<file path="src/rtl/frame_tx_mii.sv">
// MII transmit serialiser: pops framed bytes from FRAME_FIFO and sends
// preamble, SFD and payload nibbles, with underrun abort and drain.
`timescale 1ns/1ps
module frame_tx_mii #(
    parameter int PREAMBLE_BYTES = 7,
    parameter int IFG_NIBBLES    = 24,
    parameter int CNT_W          = 16
) (
    input  logic             clk,
    input  logic             arst_n,
    input  logic [7:0]       fifo_do,
    input  logic             fifo_eod,
    input  logic             fifo_empty,
    output logic             fifo_re,
    output logic [3:0]       txd,
    output logic             tx_en,
    output logic             tx_er,
    output logic [CNT_W-1:0] frame_cnt,
    output logic [7:0]       underrun_cnt
);

    localparam int PRE_N = 2 * PREAMBLE_BYTES;
    localparam int MAX_N = (PRE_N > IFG_NIBBLES) ? PRE_N : IFG_NIBBLES;
    localparam int TW    = $clog2(MAX_N + 1);

    typedef enum logic [2:0] {
        S_IDLE, S_PRE, S_SFD, S_DATA, S_ABORT, S_DRAIN, S_IFG
    } state_t;

    state_t           state_q, state_d;
    logic [TW-1:0]    tmr_q, tmr_d;
    logic             hi_q, hi_d;
    logic             urun_q, urun_d;
    logic             re_q;
    logic [8:0]       b_q, b_d;
    logic [3:0]       txd_q, txd_d;
    logic             en_q, en_d;
    logic             er_q, er_d;
    logic [CNT_W-1:0] fcnt_q, fcnt_d;
    logic [7:0]       ucnt_q, ucnt_d;

    always_comb begin
        state_d = state_q;
        tmr_d   = tmr_q;
        hi_d    = hi_q;
        urun_d  = urun_q;
        fcnt_d  = fcnt_q;
        ucnt_d  = ucnt_q;
        fifo_re = 1'b0;
        // B holds {eod, data} of the byte popped on the previous cycle
        b_d     = re_q ? {fifo_eod, fifo_do} : b_q;
        case (state_q)
            S_IDLE: begin
                if (!fifo_empty) begin
                    fifo_re = 1'b1;
                    state_d = S_PRE;
                    tmr_d   = '0;
                end
            end
            S_PRE: begin
                if (tmr_q == TW'(PRE_N - 1)) begin
                    state_d = S_SFD;
                    tmr_d   = '0;
                end else begin
                    tmr_d = tmr_q + TW'(1);
                end
            end
            S_SFD: begin
                if (tmr_q == TW'(1)) begin
                    state_d = S_DATA;
                    hi_d    = 1'b0;
                    urun_d  = 1'b0;
                end else begin
                    tmr_d = tmr_q + TW'(1);
                end
            end
            S_DATA: begin
                if (!hi_q) begin
                    hi_d = 1'b1;
                    if (!b_q[8]) begin
                        if (!fifo_empty) fifo_re = 1'b1;
                        else             urun_d  = 1'b1;
                    end
                end else begin
                    hi_d = 1'b0;
                    if (b_q[8]) begin
                        fcnt_d  = fcnt_q + CNT_W'(1);
                        state_d = S_IFG;
                        tmr_d   = '0;
                    end else if (urun_q) begin
                        state_d = S_ABORT;
                        tmr_d   = '0;
                        if (ucnt_q != 8'hFF) ucnt_d = ucnt_q + 8'd1;
                    end
                end
            end
            S_ABORT: begin
                if (tmr_q == TW'(1)) state_d = S_DRAIN;
                else                 tmr_d   = tmr_q + TW'(1);
            end
            S_DRAIN: begin
                // stop popping as soon as the eod byte is visible
                if (re_q && fifo_eod) begin
                    state_d = S_IFG;
                    tmr_d   = '0;
                end else if (!fifo_empty) begin
                    fifo_re = 1'b1;
                end
            end
            S_IFG: begin
                if (tmr_q == TW'(IFG_NIBBLES - 1)) state_d = S_IDLE;
                else                               tmr_d   = tmr_q + TW'(1);
            end
            default: state_d = S_IDLE;
        endcase
        if (!arst_n) fifo_re = 1'b0;
    end

    always_comb begin
        txd_d = 4'h0;
        en_d  = 1'b0;
        er_d  = 1'b0;
        case (state_d)
            S_PRE: begin
                en_d  = 1'b1;
                txd_d = 4'h5;
            end
            S_SFD: begin
                en_d  = 1'b1;
                txd_d = (tmr_d == '0) ? 4'h5 : 4'hD;
            end
            S_DATA: begin
                en_d  = 1'b1;
                txd_d = hi_d ? b_d[7:4] : b_d[3:0];
            end
            S_ABORT: begin
                en_d = 1'b1;
                er_d = 1'b1;
            end
            default: ;
        endcase
    end

    always_ff @(posedge clk or negedge arst_n) begin
        if (!arst_n) begin
            state_q <= S_IDLE;
            tmr_q   <= '0;
            hi_q    <= 1'b0;
            urun_q  <= 1'b0;
            re_q    <= 1'b0;
            b_q     <= '0;
            txd_q   <= 4'h0;
            en_q    <= 1'b0;
            er_q    <= 1'b0;
            fcnt_q  <= '0;
            ucnt_q  <= '0;
        end else begin
            state_q <= state_d;
            tmr_q   <= tmr_d;
            hi_q    <= hi_d;
            urun_q  <= urun_d;
            re_q    <= fifo_re;
            b_q     <= b_d;
            txd_q   <= txd_d;
            en_q    <= en_d;
            er_q    <= er_d;
            fcnt_q  <= fcnt_d;
            ucnt_q  <= ucnt_d;
        end
    end

    assign txd          = txd_q;
    assign tx_en        = en_q;
    assign tx_er        = er_q;
    assign frame_cnt    = fcnt_q;
    assign underrun_cnt = ucnt_q;

endmodule
</file>
<file path="config.mk">
export PLATFORM = sky130hd
export DESIGN_NAME = frame_tx_mii
export DESIGN_NICKNAME = d
export VERILOG_FILES = /design/src/rtl/frame_tx_mii.sv
export SDC_FILE = /design/constraint.sdc
export NUM_CORES = 1
export LEC_CHECK = 0
export ABC_AREA = 1
export BUFFER_PORTS_ARGS = -buffer_cell sky130_fd_sc_hd__buf_2
export CORE_MARGIN = 2
export CORE_UTILIZATION = 25
export CTS_BUF_LIST = sky130_fd_sc_hd__clkbuf_2
export CTS_CLUSTER_DIAMETER = 120
export DETAILED_ROUTE_END_ITERATION = 8
export HOLD_SLACK_MARGIN = 0.08
export SETUP_SLACK_MARGIN = 0.3
export SLEW_MARGIN = 15
export SYNTH_ARGS = -nofsm -noshare
export SYNTH_HDL_FRONTEND = slang
export SYNTH_SLANG_ARGS = --single-unit
</file>
<file path="constraint.sdc">
create_clock -name clk -period 4.55 [get_ports clk]
set_clock_uncertainty 0.2 [all_clocks]
set_input_delay 0.6825 -clock clk [delete_from_list [all_inputs] [get_ports clk]]
set_output_delay 0.6825 -clock clk [all_outputs]
set_load 0.005 [all_outputs]
</file>
==> results of run 1 <==
-- cells in the mapped netlist --
cell type and number:
sky130_fd_sc_hd__a21oi_1 3, sky130_fd_sc_hd__nand3b_1 2, sky130_fd_sc_hd__nor2_1 38, sky130_fd_sc_hd__nor3_1 4, sky130_fd_sc_hd__nor3b_1 2, sky130_fd_sc_hd__dfrtp_1 50
sky130_fd_sc_hd__o21bai_1 1, sky130_fd_sc_hd__and3_1 1, sky130_fd_sc_hd__o21ai_0 6, sky130_fd_sc_hd__o211ai_1 1, sky130_fd_sc_hd__nand2_2 2, sky130_fd_sc_hd__nor3_4 1
sky130_fd_sc_hd__ha_1 4, sky130_fd_sc_hd__nor2_4 2, sky130_fd_sc_hd__nand2_1 99, sky130_fd_sc_hd__o311ai_0 1, sky130_fd_sc_hd__inv_2 2, sky130_fd_sc_hd__nand3_1 26
sky130_fd_sc_hd__nand3_4 1, sky130_fd_sc_hd__xor2_1 16, sky130_fd_sc_hd__inv_1 38, sky130_fd_sc_hd__nand4_1 8, sky130_fd_sc_hd__xnor2_1 7, sky130_fd_sc_hd__clkbuf_1 1
sky130_fd_sc_hd__nor2_2 1
-- cells by family (layout without fill, tap and decap cells) --
group	count (synthesis)	after routing
buf+inv	41	91
xor+xnor	23	23
fa+ha+maj	4	4
compound gates	12	12
flops	50	50
simple gates	187	187
-- per-stage QoR --
step	instance area [µm²]	total power [W]	hold slack (ns)	std cells
floorplan	2550	0.00108	0.187	317
global placement	2930	0.00126	0.256	492
detailed placement	2930	0.00127	0.262	492
CTS	2980	0.00146	0.191	500
global route	2980	0.00159	0.212	500
finish	2980	0.00144	0.199	500
-- cell usage in the layout, fill, tap and decap left out --
| cell | Yosys | layout |
|---|---|---|
| sky130_fd_sc_hd__inv_2 | 2 | 2 |
| sky130_fd_sc_hd__clkbuf_2 | 0 | 6 |
| sky130_fd_sc_hd__clkinv_2 | 0 | 1 |
| sky130_fd_sc_hd__o21ai_0 | 6 | 6 |
| sky130_fd_sc_hd__nor3_4 | 1 | 1 |
| sky130_fd_sc_hd__nand3b_1 | 2 | 2 |
| sky130_fd_sc_hd__buf_4 | 0 | 1 |
| sky130_fd_sc_hd__nor2_4 | 2 | 2 |
| sky130_fd_sc_hd__ha_1 | 4 | 4 |
| sky130_fd_sc_hd__and3_1 | 1 | 1 |
| sky130_fd_sc_hd__clkinv_4 | 0 | 1 |
| sky130_fd_sc_hd__o311ai_0 | 1 | 1 |
| sky130_fd_sc_hd__dfrtp_1 | 50 | 50 |
| sky130_fd_sc_hd__nand3_1 | 26 | 26 |
| sky130_fd_sc_hd__o211ai_1 | 1 | 1 |
| sky130_fd_sc_hd__nor2_2 | 1 | 1 |
| sky130_fd_sc_hd__nand4_1 | 8 | 8 |
| sky130_fd_sc_hd__xnor2_1 | 7 | 7 |
| sky130_fd_sc_hd__a21oi_1 | 3 | 3 |
| sky130_fd_sc_hd__inv_1 | 38 | 38 |
| sky130_fd_sc_hd__o21bai_1 | 1 | 1 |
| sky130_fd_sc_hd__buf_2 | 0 | 42 |
| sky130_fd_sc_hd__nor3b_1 | 2 | 2 |
| sky130_fd_sc_hd__nand2_2 | 2 | 2 |
| sky130_fd_sc_hd__nor2_1 | 38 | 38 |
| sky130_fd_sc_hd__nand3_4 | 1 | 1 |
| sky130_fd_sc_hd__nor3_1 | 4 | 4 |
| sky130_fd_sc_hd__nand2_1 | 99 | 99 |
| sky130_fd_sc_hd__xor2_1 | 16 | 16 |
-- flip-flops by register name, summed over array words and instances, names as in the netlist, 3 cells and up --
signal	count
b_q	9
frame_cnt	16
state_q	3
tmr_q	5
txd	4
underrun_cnt	8
-- power breakdown --
part | switching [W] | leakage (nW) | total [W] | internal, W
Sequential | 0.0000924 | 0.658 | 0.000652 | 0.000560
Clock | 0.000146 | 0.0330 | 0.000187 | 0.0000407
Combinational | 0.000395 | 0.915 | 0.000606 | 0.000210
-- how the worst max path moves through the flow --
stage / start / end / slack, ns
2_1_floorplan: fifo_eod / fifo_re / 2.41
3_3_place_gp: fifo_eod / fifo_re / 2.09
3_5_place_dp: fifo_eod / fifo_re / 2.09
4_1_cts: re_q / fifo_re / 1.79
5_1_grt: re_q / fifo_re / 1.49
6_report: re_q / fifo_re / 1.83
-- final cells by class --
| cell class | count | area (µm²) |
|---|---|---|
| Fill cell | 1104 | 6840 |
| Sequential cell | 50 | 1250 |
| Multi-Input combinational cell | 226 | 1150 |
| Timing Repair Buffer | 43 | 218 |
| Tap cell | 133 | 166 |
| Inverter | 40 | 150 |
| Clock buffer | 6 | 30.0 |
| Clock inverter | 2 | 13.8 |
-- routing by layer --
metal	track usage, %	wire length [µm]	vias to the layer above
met2	15.6	2480	36
met1	14.7	2730	1027
met3	2.62	194	7
li1	-	-	1091
met5	0	0	-
met4	3.05	67	0
==> impl_table.tex, run 1 <==
\begin{tabular}{lr}
\hline
Metric & Value \\
\hline
\multicolumn{2}{l}{\textbf{STA}} \\
\quad Final count of pins violating max slew & 0 \\
\quad Final Cycle Share & between 50\% and 60\% \\
\quad Final Setup Violations & 0 \\
\quad Minimum period implied by the final worst setup slack & around 2.7 ns \\
\quad Setup repair after global routing missed its margin & no \\
\quad Final Hold Fails & 0 \\
\quad Fin worst setup slack & about 1.8 ns \\
\quad Worst-margin pin slew & 0.653 ns \\
\quad Setup TNS Final & 0 ns \\
\quad Normalized max-slew margin & a little under three fifths \\
\quad Fmax & around 370 MHz \\
\multicolumn{2}{l}{\textbf{Placed design}} \\
\quad Final estimated routing congestion in global placement & between 0.8 and 0.9 \\
\quad Sum of net half-perimeters after detailed placement & 4.17 mm \\
\quad Port-buffer cells & 42 \\
\quad Worst setup slack before clock tree synthesis & 2.09 ns \\
\multicolumn{2}{l}{\textbf{Setup path}} \\
\quad Cell with the largest stage delay on the worst path & sky130\_fd\_sc\_hd\_\_dfrtp\_1 \\
\quad Path depth of the worst reg2reg path & 12 \\
\quad Crit path DAT & between 1.5 and 2 ns \\
\quad Type of the setup path with the least slack & reg2out \\
\quad Worst-case register-to-register setup slack & between 2 and 2.5 ns \\
\quad Maximum net fanout on the critical path & 11 \\
\quad Crit-path cells & nand2\_1 -> inv\_1 -> o311ai\_0 -> nand2\_1 -> inv\_1 -> buf\_2 \\
\quad FF-to-FF Start & tmr\_q[1] \\
\quad Kind of end point of the critical path & output pin \\
\quad FF-to-FF End & txd[0] \\
\quad Largest stage delay on the critical path & about 0.56 ns \\
\quad Count of buffer and inverter cells on the critical path & 3 \\
\quad Setup crit start kind & register \\
\quad Levels on crit path & 6 \\
\quad Critical path's top delay family & flip-flops \\
\quad WP data required & $\sim$3.7 ns \\
\multicolumn{2}{l}{\textbf{Yosys}} \\
\quad Simple logic cell fraction of the synthesized area & 32.4\% \\
\quad Post-synthesis area per instance & 8.05 µm² \\
\quad Mux share of post-synthesis cell area & 0\% \\
\quad Syn Inst Count & approximately 320 \\
\quad Main combinational cell family by area after synthesis & simple AND/OR/NAND/NOR gates \\
\quad Post-synthesis cell type count & 25 \\
\quad Xor and xnor area share after synthesis & under 10\% \\
\quad Yosys top cell area share & between 40\% and 50\% \\
\quad Arithmetic-cell share of the synthesized area counting full adders, half adders and majority gates & under 10\% \\
\quad Proportion of synthesized chip area in sequential cells & between 40\% and 50\% \\
\quad Most area-hungry cell type in the Yosys netlist & sky130\_fd\_sc\_hd\_\_dfrtp\_1 \\
\quad Yosys Warn Count & 0 \\
\quad Compound-Gate Fraction of Synth Area & 2.70\% \\
\quad Net count after synthesis & roughly 330 \\
\quad Synth Register Bits & 50 \\
\quad Synthesized area & $\sim$2600 µm² \\
\quad Area contributors post-synth & sky130\_fd\_sc\_hd\_\_dfrtp\_1, sky130\_fd\_sc\_hd\_\_nand2\_1, sky130\_fd\_sc\_hd\_\_inv\_1, sky130\_fd\_sc\_hd\_\_nor2\_1, sky130\_fd\_sc\_hd\_\_xor2\_1 \\
\multicolumn{2}{l}{\textbf{Clock tree}} \\
\quad Master cell of the clock root buffer & sky130\_fd\_sc\_hd\_\_clkbuf\_2 \\
\quad Clock transition at the registers of the reported paths & 0.26 ns \\
\quad Post-CTS setup buffer count & 0 \\
\quad Sinks on the clock net & 50 \\
\quad CTS tree & yes \\
\quad Clock insertion delay at the later pin of the skew report & approximately 0.43 ns \\
\quad Number of buffers inserted by hold repair at cts & 0 \\
\quad Clock buffers created by TritonCTS & 5 \\
\quad H-tree depth reported by CTS & 2 \\
\quad Resize count post-CTS & 0 \\
\quad Largest buffer count on any clock path & 2 \\
\multicolumn{2}{l}{\textbf{Floorplan}} \\
\quad Overall die width & around 110 µm \\
\quad Core footprint & $\sim$9800 µm² \\
\quad Die Y-Extent & between 100 and 150 µm \\
\quad Initial cell density of the core & 26.0\% \\
\quad Io pins & 43 \\
\quad Die ar. & $\sim$11000 µm² \\
\quad Site row count & 36 \\
\multicolumn{2}{l}{\textbf{Cells and area}} \\
\quad Layout overhead on the synthesized area & 16.6\% \\
\quad Post-Route Utilization & a little under a third \\
\quad Share of cells above drive strength 1 & 16.3\% \\
\quad Diode insertion count for antenna repair & 0 \\
\quad Layout Nets & 382 \\
\multicolumn{2}{l}{\textbf{Drt}} \\
\quad Count of unresolved DRC violations after routing & 0 \\
\quad Detailed-routing iteration count for the pre-antenna-repair pass & 5 \\
\quad Total vias in the final route & 2161 \\
\quad Routed WL per cell & roughly 11 µm \\
\quad Violation count after the first detailed-route iteration & $\sim$120 \\
\quad WL final & roughly 5.5 mm \\
\quad Remaining antenna violation count after routing & 0 \\
\quad Via density per instance & roughly 4.3 \\
\multicolumn{2}{l}{\textbf{Power}} \\
\quad IR drop worst, VDD & 0.189 mV \\
\quad Leakage power summed over all cells & about 1.6 nW \\
\quad PD cells & just under 500 nW/µm² \\
\multicolumn{2}{l}{\textbf{Global route}} \\
\quad Number of antenna violations at the first check in global routing & 0 \\
\quad Via count of the first global-routing pass & roughly 2000 \\
\quad Wire length of the first global-routing pass & 9.41 mm \\
\quad Maximum number of pins on one net before global-route repair & $\sim$50 \\
\quad Total congestion overflow after global routing & 0 \\
\quad Overall Global Routing Usage & roughly a tenth \\
\multicolumn{2}{l}{\textbf{Run}} \\
\quad Max-cap violations & 0 \\
\multicolumn{2}{l}{\textbf{Hold path}} \\
\quad Kind of path behind the tightest hold check & in2async \\
\multicolumn{2}{l}{\textbf{Outcome}} \\
\quad Status & finished, final reports clean \\
\hline
\end{tabular}
Power figures use the tool's default switching activity.
==> run 2: changes to the inputs <==
- ABC_AREA: 1 -> 0
- clock period: 4.55 -> 2.7 ns (I/O delays scaled with it)
==> run 2 against run 1 <==
Cell area grew 6.4%. Synthesized area fell by 2.2%. Largest power group is now combinational logic. Sequential power increased by 66%.
==> impl_table.tex, run 2 <==
\begin{tabular}{lr}
\hline
Metric & Value \\
\hline
\multicolumn{2}{l}{\textbf{Setup path}} \\
\quad FF-to-FF End & txd[3] \\
\quad FF-to-FF Start & tmr\_q[1] \\
\quad Path depth of the worst reg2reg path & 8 (-4) \\
\quad Cell with the largest stage delay on the worst path & sky130\_fd\_sc\_hd\_\_dfrtp\_2 \\
\quad Maximum net fanout on the critical path & 6 (-5) \\
\quad Worst-case register-to-register setup slack & 0.31 ns (-2.05 ns) \\
\quad Setup crit start kind & register \\
\quad Crit path DAT & 1.93 ns (+0.09 ns) \\
\quad Kind of end point of the critical path & output pin \\
\quad Count of buffer and inverter cells on the critical path & 1 (-2) \\
\quad Critical path's top delay family & simple AND/OR/NAND/NOR gates \\
\quad Type of the setup path with the least slack & reg2out \\
\quad Crit-path cells & nor4\_4 -> or3\_4 -> o21ai\_2 -> nor3b\_2 -> buf\_2 \\
\quad Largest stage delay on the critical path & 0.53 ns (-0.03 ns) \\
\quad WP data required & 2.10 ns (-1.57 ns) \\
\multicolumn{2}{l}{\textbf{Cells and area}} \\
\quad Commonest non-fill, non-tap cells in the layout & sky130\_fd\_sc\_hd\_\_dfrtp\_1, sky130\_fd\_sc\_hd\_\_buf\_2, sky130\_fd\_sc\_hd\_\_buf\_4 \\
\quad Layout Nets & 310 (-19\%) \\
\quad Layout overhead on the synthesized area & 26.9\% \\
\quad Share of cells above drive strength 1 & 33.6\% (+17 points) \\
\quad Most common cell after layout, fill and taps aside & sky130\_fd\_sc\_hd\_\_dfrtp\_1 \\
\quad Diode insertion count for antenna repair & 0 (unchanged) \\
\quad Max reg flops & 16 (unchanged) \\
\quad Number of fillers in the final layout & 1026 (-7.1\%) \\
\multicolumn{2}{l}{\textbf{Yosys}} \\
\quad Most frequent cells after synthesis & sky130\_fd\_sc\_hd\_\_dfrtp\_1, sky130\_fd\_sc\_hd\_\_nand3\_1, sky130\_fd\_sc\_hd\_\_nand2\_1, sky130\_fd\_sc\_hd\_\_xnor2\_1, sky130\_fd\_sc\_hd\_\_mux2\_2 \\
\quad Net count after synthesis & 243 (-27\%) \\
\quad Area contributors post-synth & sky130\_fd\_sc\_hd\_\_dfrtp\_1, sky130\_fd\_sc\_hd\_\_mux2\_2, sky130\_fd\_sc\_hd\_\_xnor2\_1, sky130\_fd\_sc\_hd\_\_xor2\_1, sky130\_fd\_sc\_hd\_\_nand3\_1 \\
\quad Primary FF master, synth & sky130\_fd\_sc\_hd\_\_dfrtp\_1 \\
\quad Xor and xnor area share after synthesis & 8.42\% (+0.53 points) \\
\quad Post-synthesis area per instance & 11.0 µm² (+37\%) \\
\quad Main combinational cell family by area after synthesis & simple AND/OR/NAND/NOR gates \\
\quad Proportion of synthesized chip area in sequential cells & 50.1\% (+1.1 points) \\
\quad Synth Register Bits & 50 (unchanged) \\
\quad Synthesized area & 2500 µm² (-2.2\%) \\
\quad Yosys top cell area share & 50.1\% (+1.1 points) \\
\quad Mux share of post-synthesis cell area & 7.82\% (+7.8 points) \\
\quad Yosys Warn Count & 0 (unchanged) \\
\quad Number of enable flip-flop cells after synthesis & 0 (unchanged) \\
\quad Compound-Gate Fraction of Synth Area & 9.32\% (+6.6 points) \\
\quad Most repeated cell in the gate-level netlist after synthesis & sky130\_fd\_sc\_hd\_\_dfrtp\_1 \\
\quad Simple logic cell fraction of the synthesized area & 18.7\% (-14 points) \\
\quad Arithmetic-cell share of the synthesized area counting full adders, half adders and majority gates & 2.01\% (+0.043 points) \\
\quad Post-synthesis cell type count & 50 (+100\%) \\
\quad Most area-hungry cell type in the Yosys netlist & sky130\_fd\_sc\_hd\_\_dfrtp\_1 \\
\quad Syn Inst Count & 227 (-28\%) \\
\quad Fraction of registers with async set or reset after synthesis & 100\% (unchanged) \\
\multicolumn{2}{l}{\textbf{Global route}} \\
\quad Total congestion overflow after global routing & 0 (unchanged) \\
\quad Overall Global Routing Usage & 10.6\% (+0.23 points) \\
\quad Maximum number of pins on one net before global-route repair & 51 (unchanged) \\
\quad Wire length of the first global-routing pass & 9.37 mm (-0.44\%) \\
\quad Via count of the first global-routing pass & 1940 (-3.7\%) \\
\quad Number of antenna violations at the first check in global routing & 0 (unchanged) \\
\multicolumn{2}{l}{\textbf{STA}} \\
\quad Worst-margin pin slew & 0.665 ns (+0.0122 ns) \\
\quad Final Setup Violations & 0 (unchanged) \\
\quad Final Cycle Share & 93.9\% \\
\quad Fin worst setup slack & 0.166 ns (-1.67 ns) \\
\quad Normalized max-slew margin & 55.7\% (-0.82 points) \\
\quad Fmax & slightly below 400 MHz \\
\quad Setup repair after global routing missed its margin & yes \\
\quad Final Hold Fails & 0 (unchanged) \\
\quad Setup TNS Final & 0 ns (unchanged) \\
\quad Final count of pins violating max slew & 0 (unchanged) \\
\quad Minimum period implied by the final worst setup slack & $\sim$2.5 ns \\
\multicolumn{2}{l}{\textbf{Drt}} \\
\quad DRT met1 WL & 2.52 mm (-7.9\%) \\
\quad WL final & 5.61 mm (+2.6\%) \\
\quad Routed met2 length & 2.80 mm (+13\%) \\
\quad Total vias in the final route & 1947 (-9.9\%) \\
\quad Violation count after the first detailed-route iteration & 157 (+34\%) \\
\quad Met3 wire length & 221 µm (+14\%) \\
\quad Via density per instance & 4.55 (+5.3\%) \\
\quad Count of unresolved DRC violations after routing & 0 (unchanged) \\
\quad Uppermost metal layer occupied by signal nets & met4 \\
\quad Remaining antenna violation count after routing & 0 (unchanged) \\
\quad Routed WL per cell & 13.1 µm (+20\%) \\
\quad Detailed-routing iteration count for the pre-antenna-repair pass & 4 (-1) \\
\multicolumn{2}{l}{\textbf{Hold path}} \\
\quad Worst Hold Path Cells & 1 \\
\quad Launch point of the worst hold path & frame\_cnt[15] \\
\quad Kind of path behind the tightest hold check & reg2reg \\
\quad Worst Hold Path EP & frame\_cnt[15] \\
\multicolumn{2}{l}{\textbf{Floorplan}} \\
\quad Overall die width & 104 µm (-1.0\%) \\
\quad Die Y-Extent & 104 µm (-1.0\%) \\
\quad Site row count & 36 (unchanged) \\
\quad Io pins & 43 (unchanged) \\
\quad Core footprint & 9730 µm² (-0.92\%) \\
\quad Die ar. & 10800 µm² (-2.1\%) \\
\quad Initial cell density of the core & 25.7\% (-0.33 points) \\
\multicolumn{2}{l}{\textbf{Power}} \\
\quad IR drop worst, VDD & 0.416 mV (+120\%) \\
\quad Proportion of power drawn by flip-flops and latches & 42.9\% (-2.3 points) \\
\quad Post-route total power & 0.00251 W (+74\%) \\
\quad Switching power total & 0.000962 W (+52\%) \\
\quad Clock network power share & 12.9\% (about the same) \\
\quad PD cells & 794 nW/µm² (+63\%) \\
\quad Switching share of total power & 38.3\% (-5.6 points) \\
\quad Leakage power summed over all cells & 1.53 nW (-4.6\%) \\
\quad Part of the total power dissipated in combinational logic & 44.2\% (+2.3 points) \\
\quad Cell-internal power & 0.00155 W (+91\%) \\
\multicolumn{2}{l}{\textbf{Clock tree}} \\
\quad Sinks on the clock net & 50 (unchanged) \\
\quad CTS tree & yes \\
\quad H-tree depth reported by CTS & 2 (unchanged) \\
\quad Master cell of the clock root buffer & sky130\_fd\_sc\_hd\_\_clkbuf\_2 \\
\quad Largest buffer count on any clock path & 2 (unchanged) \\
\quad Clock insertion delay at the later pin of the skew report & 0.44 ns (about the same) \\
\quad Clock transition at the registers of the reported paths & 0.27 ns (about the same) \\
\quad Clock buffers created by TritonCTS & 5 (unchanged) \\
\multicolumn{2}{l}{\textbf{Outcome}} \\
\quad Status & finished, final reports clean \\
\multicolumn{2}{l}{\textbf{Run}} \\
\quad Max-cap violations & 0 (unchanged) \\
\multicolumn{2}{l}{\textbf{Placed design}} \\
\quad Final estimated routing congestion in global placement & 0.818 (-2.8\%) \\
\quad Port-buffer cells & 42 (unchanged) \\
\quad Worst setup slack before clock tree synthesis & 0.301 ns (-1.79 ns) \\
\quad Sum of net half-perimeters after detailed placement & 3.79 mm (-9.0\%) \\
\hline
\end{tabular}
run 2: cell types whose count changed after synthesis, moves of 7 or more:
cell | previous run | this run
sky130_fd_sc_hd__nand2_1 | 99 | 14
sky130_fd_sc_hd__nor2_1 | 38 | 10
sky130_fd_sc_hd__xnor2_1 | 7 | 14
sky130_fd_sc_hd__mux2_2 | 0 | 12
sky130_fd_sc_hd__nand3_1 | 26 | 15
sky130_fd_sc_hd__inv_1 | 38 | 10
run 2: final cells by class:
type	count	area (µm²)	area share, %
Sequential cell	50	1260	39.7
Multi-Input combinational cell	158	1220	38.6
Timing Repair Buffer	69	440	13.9
Tap cell	133	166	5.25
Inverter	10	37.5	1.19
Clock buffer	6	30.0	0.948
Clock inverter	2	13.8	0.435
run 2: how the worst max path moves through the flow:
stage / startpoint / endpoint / slack [ns] / cells past startpoint
4_1_cts: state_q[2] / fifo_re / 0.21 / 5
6_report: state_q[2] / fifo_re / 0.17 / 5
3_5_place_dp: tmr_q[0] / txd[3] / 0.30 / 7
5_1_grt: re_q / fifo_re / 0.08 / 7
2_1_floorplan: tmr_q[1] / txd[3] / 0.40 / 7
3_3_place_gp: tmr_q[0] / txd[3] / 0.35 / 7
run 2: cells by family after synthesis:
group | after synthesis
AND/OR/NAND/NOR | 78
flip-flops | 50
AO/OA/AOI/OAI | 34
XOR/XNOR | 24
buffers and inverters | 19
multiplexers | 18
adder cells (fa/ha/maj) | 4
run 2: per-layer routing:
layer | vias to the layer above | track usage, %
li1 | 936 | -
met1 | 956 | 13.4
met2 | 47 | 17.6
met3 | 8 | 2.76
met4 | 0 | 3.76
met5 | - | 0
run 2: repair_timing:
| action | in CTS | in global routing |
|---|---|---|
| endpoints found under the setup margin | 2 | 5 |
| pin swaps | 3 | 4 |
| endpoints found under the hold margin | 61 | 0 |
| hold buffers | 11 | 0 |
| gates resized for setup | 11 | 9 |
| buffers inserted | 7 | 2 |
run 2: power groups by stage:
stage               Clock (W)  Combinational (W)  Sequential (W)
global placement            0           0.000914         0.00111
CTS                  0.000349            0.00105         0.00107
detailed placement          0           0.000920         0.00111
finish               0.000325            0.00111         0.00108
global route         0.000375            0.00124         0.00110
floorplan                   0           0.000735         0.00103
run 2: metrics by stage:
stage                     instances  hold slack, ns  utilization [%]  instance area [µm²]
after floorplan                 227         -0.0906                -                 2500
after detailed placement        400           0.263             29.5                 2870
after global routing            428           0.257             32.5                 3170
after global placement          400           0.259             29.5                 2870
after CTS                       426           0.213             32.0                 3120
final                           428           0.282             32.5                 3170
